===== config.mk =====
export PLATFORM = sky130hd
export DESIGN_NAME = sd_audio_decoder
export DESIGN_NICKNAME = d
export VERILOG_FILES = /design/src/rtl/sd_audio_decoder.sv
export SDC_FILE = /design/constraint.sdc
export NUM_CORES = 1
export LEC_CHECK = 0
export CAP_MARGIN = 40
export CORE_AREA = 5 5 112 114
export CTS_CLUSTER_DIAMETER = 80
export CTS_CLUSTER_SIZE = 10
export DETAILED_ROUTE_END_ITERATION = 10
export DIE_AREA = 0 0 117 119
export DONT_BUFFER_PORTS = 1
export GPL_TIMING_DRIVEN = 0
export HOLD_SLACK_MARGIN = 0.03
export PLACE_DENSITY = 0.86
export SLEW_MARGIN = 5
export SYNTH_ARGS = -nofsm -noshare
export SYNTH_HDL_FRONTEND = slang
export SYNTH_SLANG_ARGS = --single-unit

===== constraint.sdc =====
create_clock -name CLK -period 4.6 [get_ports CLK]
set_input_delay 0 -clock CLK [delete_from_list [all_inputs] [get_ports CLK]]
set_output_delay 0 -clock CLK [all_outputs]
set_load 0.01 [all_outputs]

===== src/rtl/sd_audio_decoder.sv =====
// Second-order CIC decimator recovering PCM from a 1-bit sigma-delta stream.
// Define SD_DEC_SIGNED_OUT_EN for two's-complement DOUT (offset binary otherwise).
module sd_audio_decoder #(
    parameter int DATA_W     = 16,
    parameter int DECIM_LOG2 = 8
) (
    input  logic              CLK,
    input  logic              RESET,
    input  logic              CE,
    input  logic              DIN,
    output logic [DATA_W-1:0] DOUT,
    output logic              DOUT_VALID,
    output logic              SAT
);
    localparam int AW = 2*DECIM_LOG2 + 1;

`ifdef SD_DEC_SIGNED_OUT_EN
    localparam logic SIGNED_OUT = 1'b1;
`else
    localparam logic SIGNED_OUT = 1'b0;
`endif
    // Offset binary <-> two's complement is just the MSB; also the reset value.
    localparam logic [DATA_W-1:0] MSB_FLIP = {SIGNED_OUT, {(DATA_W-1){1'b0}}};

    logic [AW-1:0]         i1, i2, d1, d2, y, c1, c2;
    logic [DECIM_LOG2-1:0] cnt;
    logic [1:0]            warm;
    logic                  y_vld;
    logic                  tick;
    logic [DATA_W-1:0]     dout_n;

    assign tick   = CE && (cnt == '1);
    assign c1     = i2 - d1;
    assign c2     = c1 - d2;
    // Only the full-scale case R^2 reaches the top bit; clip it to all ones.
    assign dout_n = (y[AW-1] ? {DATA_W{1'b1}} : y[AW-2 -: DATA_W]) ^ MSB_FLIP;

    always_ff @(posedge CLK or posedge RESET) begin
        if (RESET) begin
            i1         <= '0;
            i2         <= '0;
            d1         <= '0;
            d2         <= '0;
            y          <= '0;
            cnt        <= '0;
            warm       <= 2'd0;
            y_vld      <= 1'b0;
            DOUT       <= MSB_FLIP;
            DOUT_VALID <= 1'b0;
            SAT        <= 1'b0;
        end else begin
            if (CE) begin
                i1  <= i1 + {{(AW-1){1'b0}}, DIN};
                i2  <= i2 + i1;
                cnt <= cnt + DECIM_LOG2'(1);
            end
            if (tick) begin
                d1 <= i2;
                d2 <= c1;
                y  <= c2;
                if (warm != 2'd2)
                    warm <= warm + 2'd1;
            end
            // Combs hold garbage until two ticks have primed D1/D2.
            y_vld      <= tick && (warm == 2'd2);
            DOUT_VALID <= y_vld;
            SAT        <= y_vld && y[AW-1];
            if (y_vld)
                DOUT <= dout_n;
        end
    end
endmodule


=== Word level (Yosys, flattened, before mapping) ===
Cells that the tools add are included.
Widths: inputs -> output; s select.

* Logic and storage cells: 25
* Memory bits (read-only): 0
* Flip-flop bits (word level): 114
* Memories: 0
* Bits in latches: 0
* Memory bits (writable): 0
* Output and inout port bits: 18
* Input bits: 4

* Divide/modulo/power cells: 0
* Mux-type cells: 1
* Order comparisons: 0
* Equality and inequality tests: 3
* Reductions and logical operators: 4
* Bitwise gates (word level): 0
* Multiply operators: 0
* Shift-type cells: 0
* Add/subtract/negate cells: 6

{| class="wikitable"
|+ Operator list
! cell !! count
|-
| $sub 17x17->17 || 2
|-
| $add 17x1->17 || 1
|-
| $add 17x17->17 || 1
|-
| $mux 16 || 1
|-
| $add 8x1->8 const B || 1
|-
| $eq 8x8->1 const B || 1
|-
| $logic_and 1x1->1 || 3
|-
| $add 2x1->2 const B || 1
|-
| $eq 2x2->1 const B || 1
|-
| $ne 2x2->1 const B || 1
|-
| $reduce_and 2->1 || 1
|}

=== Depth between registers and ports, before layout ===
* Depth in word-level cells: 3
* Depth in mapped cells: 18

=== Worst setup path after synthesis ===
Ideal clock, no wire load.

* Path kind: flip-flop to flip-flop
* From: reg i2[1]
* To: reg y[16]
* Path slack: 1.058 ns
* Required time: 4.524 ns
* Clock period less this slack: 3.542 ns
* Stages on the path, launching flop included: 18
* Buffers on the path: 0
* Arrival: 3.466 ns
* Setup time: 0.076 ns
* Cells stage by stage: dfrtp_1 > ha_1 > nor2b_1 > o21a_1 > o21ai_0 > a21oi_1 > o21ai_0 > nand2b_1 > a21oi_1 > xnor2_1 > ha_1 > and3_1 > a311oi_2 > a21oi_1 > o41ai_2 > o21ai_2 > xor2_1 > o21ai_1

* Word-level cells in the longest chain between the ends: 2

{| class="wikitable"
|+ Ends and longest elaborated chain
! item !! line !! text
|-
| from (decl) || 25 || <nowiki>logic [AW-1:0] i1, i2, d1, d2, y, c1, c2;</nowiki>
|-
| from (signal assigned) || 54 || <nowiki>i2 <= i2 + i1;</nowiki>
|-
| $sub 17x17->17 || 33 || <nowiki>assign c1 = i2 - d1;</nowiki>
|-
| via c1[9] || 25 ||
|-
| $sub 17x17->17 || 34 || <nowiki>assign c2 = c1 - d2;</nowiki>
|-
| to (signal assigned) || 44 || <nowiki>y <= '0;</nowiki>
|-
| to (signal assigned) || 60 || <nowiki>y <= c2;</nowiki>
|-
| to (decl) || 25 ||
|}

The timed path passes the listed nets, and every way through them passes these cells.
A chain may end at the register's enable or synchronous reset.

=== Final worst setup path ===
Ends and elaborated chain as after synthesis.

==> results.tsv <==
metric	value	unit
status	finished, final reports clean	
ys flop type	dfrtp_1	
cell mode on critical path	a21oi_1	
Synth area leader	dfrtp_1	
clock skew	0.00931	ns
fmax	249	MHz
Clock Tree Buf Depth	2	
Reg-to-Reg End	y[16]$_DFFE_PP0P_	
Placer Congestion	0.905	
syn_area_per_cell	9.96	sq um
Hold Startpoint	CE	
post_cts resized	0	
Post-synth EDFFs	0	
final setup fails	0	
initial DRC count	179	
setup bufs post-CTS	0	
port bufs	0	
layout net count	747	
post-synthesis async set-or-reset flop share	100	%
Worst IR Drop VDD	504	uV
Mapped Cells	665	
hold-critical path endpoint	i2[15]$_DFFE_PP0P_	
Row Count	39	
Die Span Y	119	um
Syn. warnings	0	
die area	13900	sq um
Seq cells post-synth	114	
CP arrival	4.35	ns
setup ws final	0.588	ns
Max H-tree Level	4	
fin crit period	4.01	ns
unrepaired setup endpoints after global routing	false	
P&R area growth vs syn	12.7	%
Pre-antenna DRT Iters	5	
Slew Viols, Final	0	
Reg2Reg Setup Slack	0.59	ns
HPWL after DPL	9490	um
critical path endpoint category	flip-flop	
Worst-path clk slew	0.05	ns
Max stage delay on crit path	0.45	ns
post-synth net total	724	
final core utilization	65.9	%
placed cell areas	6830	sq um
layout cells sized above 1	12.3	%
top cells by area, synth	dfrtp_1, ha_1, mux2_2, xnor2_1, a21oi_1	
slowest cell on the critical path	dfrtp_1	
Root Buffer	clkbuf_16	
mapped cell area	6620	sq um
global route overflow	0	
Ports	22	
max-cap violation count	0	
# diodes	0	
vias post-DR	4763	
hold path cells	2	
GRT Resource Usage Total	20.3	%
drt drc	0	
clk sink count	114	
RR Startpoint	i2[1]$_DFFE_PP0P_	
clock latency on the worst-skew pair	0.41	ns
initial core utilization	58.5	%
Crit. Startpoint	i2[1]$_DFFE_PP0P_	
CTS buffer count	17	
post-DR vias/cell	5.64	
Min Hold Slack	0.105	ns
Reg2Reg Depth	17	
power per cell area	592	nW/um^2
Chip Width	117	um
largest net degree at the start of global routing	59	
routed wire length	13100	um
crit-path max FO	5	
DR WL/cell	15.5	um
Startpoint Class	flip-flop	
CP Class	flip-flop to flip-flop	
Required @ worst endpoint	4.93	ns
min-delay worst type	input port to flip-flop	
vias in the first global route	5014	
crit share post-route	87.2	%
Pleak	3.48	nW
distinct cell type count after synthesis	56	
global-route wire length before repair	22700	um
Slew headroom	53.7	%
CORE AREA	11300	sq um
CTS tree	built	
antenna-violating nets left	0	
Synth top area share	43.1	%
Cell Chain, Critical Path	ha_1 -> nor2b_1 -> o21a_1 -> o21ai_0 -> a21oi_1 -> o21ai_0 -> nand2b_1 -> a21oi_1 -> xnor2_1 -> ha_1 -> and3_1 -> a311oi_2 -> a21oi_1 -> o41ai_2 -> o21ai_2 -> xor2_1 -> o21ai_1	
setup TNS	0	ns
fin area	7460	sq um
final hold vios	0	
worst-margin pin slew	0.694	ns
hold bufs inserted after CTS	3	
sequential fraction of the synthesis area	43.1	%
pre-CTS setup slack	0.661	ns
initial antenna violation count	0	
[flip-flops by register name (all words and copies together) (netlist names)]
signal	cells
i2	17
SAT	1
y	17
warm	2
DOUT_VALID	1
d1	17
y_vld	1
cnt	8
DOUT	16
d2	17
i1	17
[how the worst max path moves through the flow]
stage                      endpoint  slack (ns)
6_report          y[16]$_DFFE_PP0P_        0.59
5_1_grt           y[16]$_DFFE_PP0P_        0.29
4_1_cts           y[16]$_DFFE_PP0P_        0.64
3_5_place_dp      y[16]$_DFFE_PP0P_        0.66
3_3_place_gp   DOUT[13]$_DFFE_PP0P_        0.73
2_1_floorplan     y[16]$_DFFE_PP0P_        1.06
[logic make-up (layout without fill, tap and decap cells)]
kind of cell / Yosys count / after routing / synth area share, %
AOI/OAI and AO/OA: 147 / 147 / 14.0
xor gates and xnor gates: 65 / 65 / 8.81
adders and majority gates: 55 / 55 / 10.7
buffers and inverters: 66 / 102 / 4.10
DFF: 114 / 114 / 43.1
muxes: 42 / 42 / 7.09
and+or+nand+nor: 176 / 176 / 12.2
[per-stage QoR]
stage | power (mW) | std cells
after floorplan | 2.71 | 665
after global placement | 2.93 | 808
after detailed placement | 3.05 | 809
after CTS | 4.41 | 844
after global routing | 4.72 | 844
final | 4.41 | 844
[layer usage]
metal	GRT usage (%)	wire length, um
met1	24.3	5600
met2	35.2	6810
met3	3.96	469
met4	8.60	227
met5	0	0
[Yosys cell counts, types with 2 or more instances]
library cell and number:
a21o_1 11, inv_1 49, clkbuf_1 8, nand2_1 51, a311oi_2 2, xor2_1 22
mux2i_1 3, nor3_1 12, xnor2_1 42, o21bai_1 2, buf_1 6, a31oi_1 4
o211ai_1 6, and3_1 10, fa_1 3, nand3b_1 2, a21oi_1 49, clkbuf_8 2
nand3_1 7, nor2_1 65, nand2b_1 9, dfrtp_1 114, nor2b_1 7, mux2_2 38
o21a_1 7, nand4_1 7, o21ai_1 8, ha_1 52, o21ai_0 40
[report_power, final]
part | switching, mW | leakage [nW] | internal [mW]
combinational | 1.04 | 1.67 | 0.843
sequential | 0.117 | 1.53 | 1.10
clock | 0.456 | 0.281 | 0.863
total | 1.61 | 3.48 | 2.80
[cell type report]
| cell class | count | area (sq um) |
|---|---|---|
| Buffer | 17 | 87.6 |
| Clock buffer | 19 | 443 |
| Clock inverter | 13 | 160 |
| Fill cell | 866 | 3860 |
| Inverter | 49 | 186 |
| Multi-Input combinational cell | 485 | 3500 |
| Sequential cell | 114 | 2850 |
| Tap cell | 143 | 179 |
| Timing Repair Buffer | 4 | 57.6 |
[critical path: cells and delay by family (launching register included)]
kind / cells / cell delay, ns
XOR/XNOR: 2 / 0.31
flip-flops: 1 / 0.45
AO/OA/AOI/OAI: 10 / 2.11
adder cells (fa/ha/maj): 2 / 0.62
AND/OR/NAND/NOR: 3 / 0.45
[cell usage in the layout (no fill, tap or decap), types with 7 or more instances in the layout]
master | netlist | final
dfrtp_1 | 114 | 114
nor2_1 | 65 | 65
ha_1 | 52 | 52
nand2_1 | 51 | 51
a21oi_1 | 49 | 49
inv_1 | 49 | 48
xnor2_1 | 42 | 42
o21ai_0 | 40 | 40
mux2_2 | 38 | 38
xor2_1 | 22 | 22
clkbuf_16 | 0 | 17
nor3_1 | 12 | 12
a21o_1 | 11 | 11
and3_1 | 10 | 10
clkbuf_1 | 8 | 9
nand2b_1 | 9 | 9
o21ai_1 | 8 | 8
nand4_1 | 7 | 7
nor2b_1 | 7 | 7
o21a_1 | 7 | 7
nand3_1 | 7 | 7
Power figures use the tool's default switching activity.
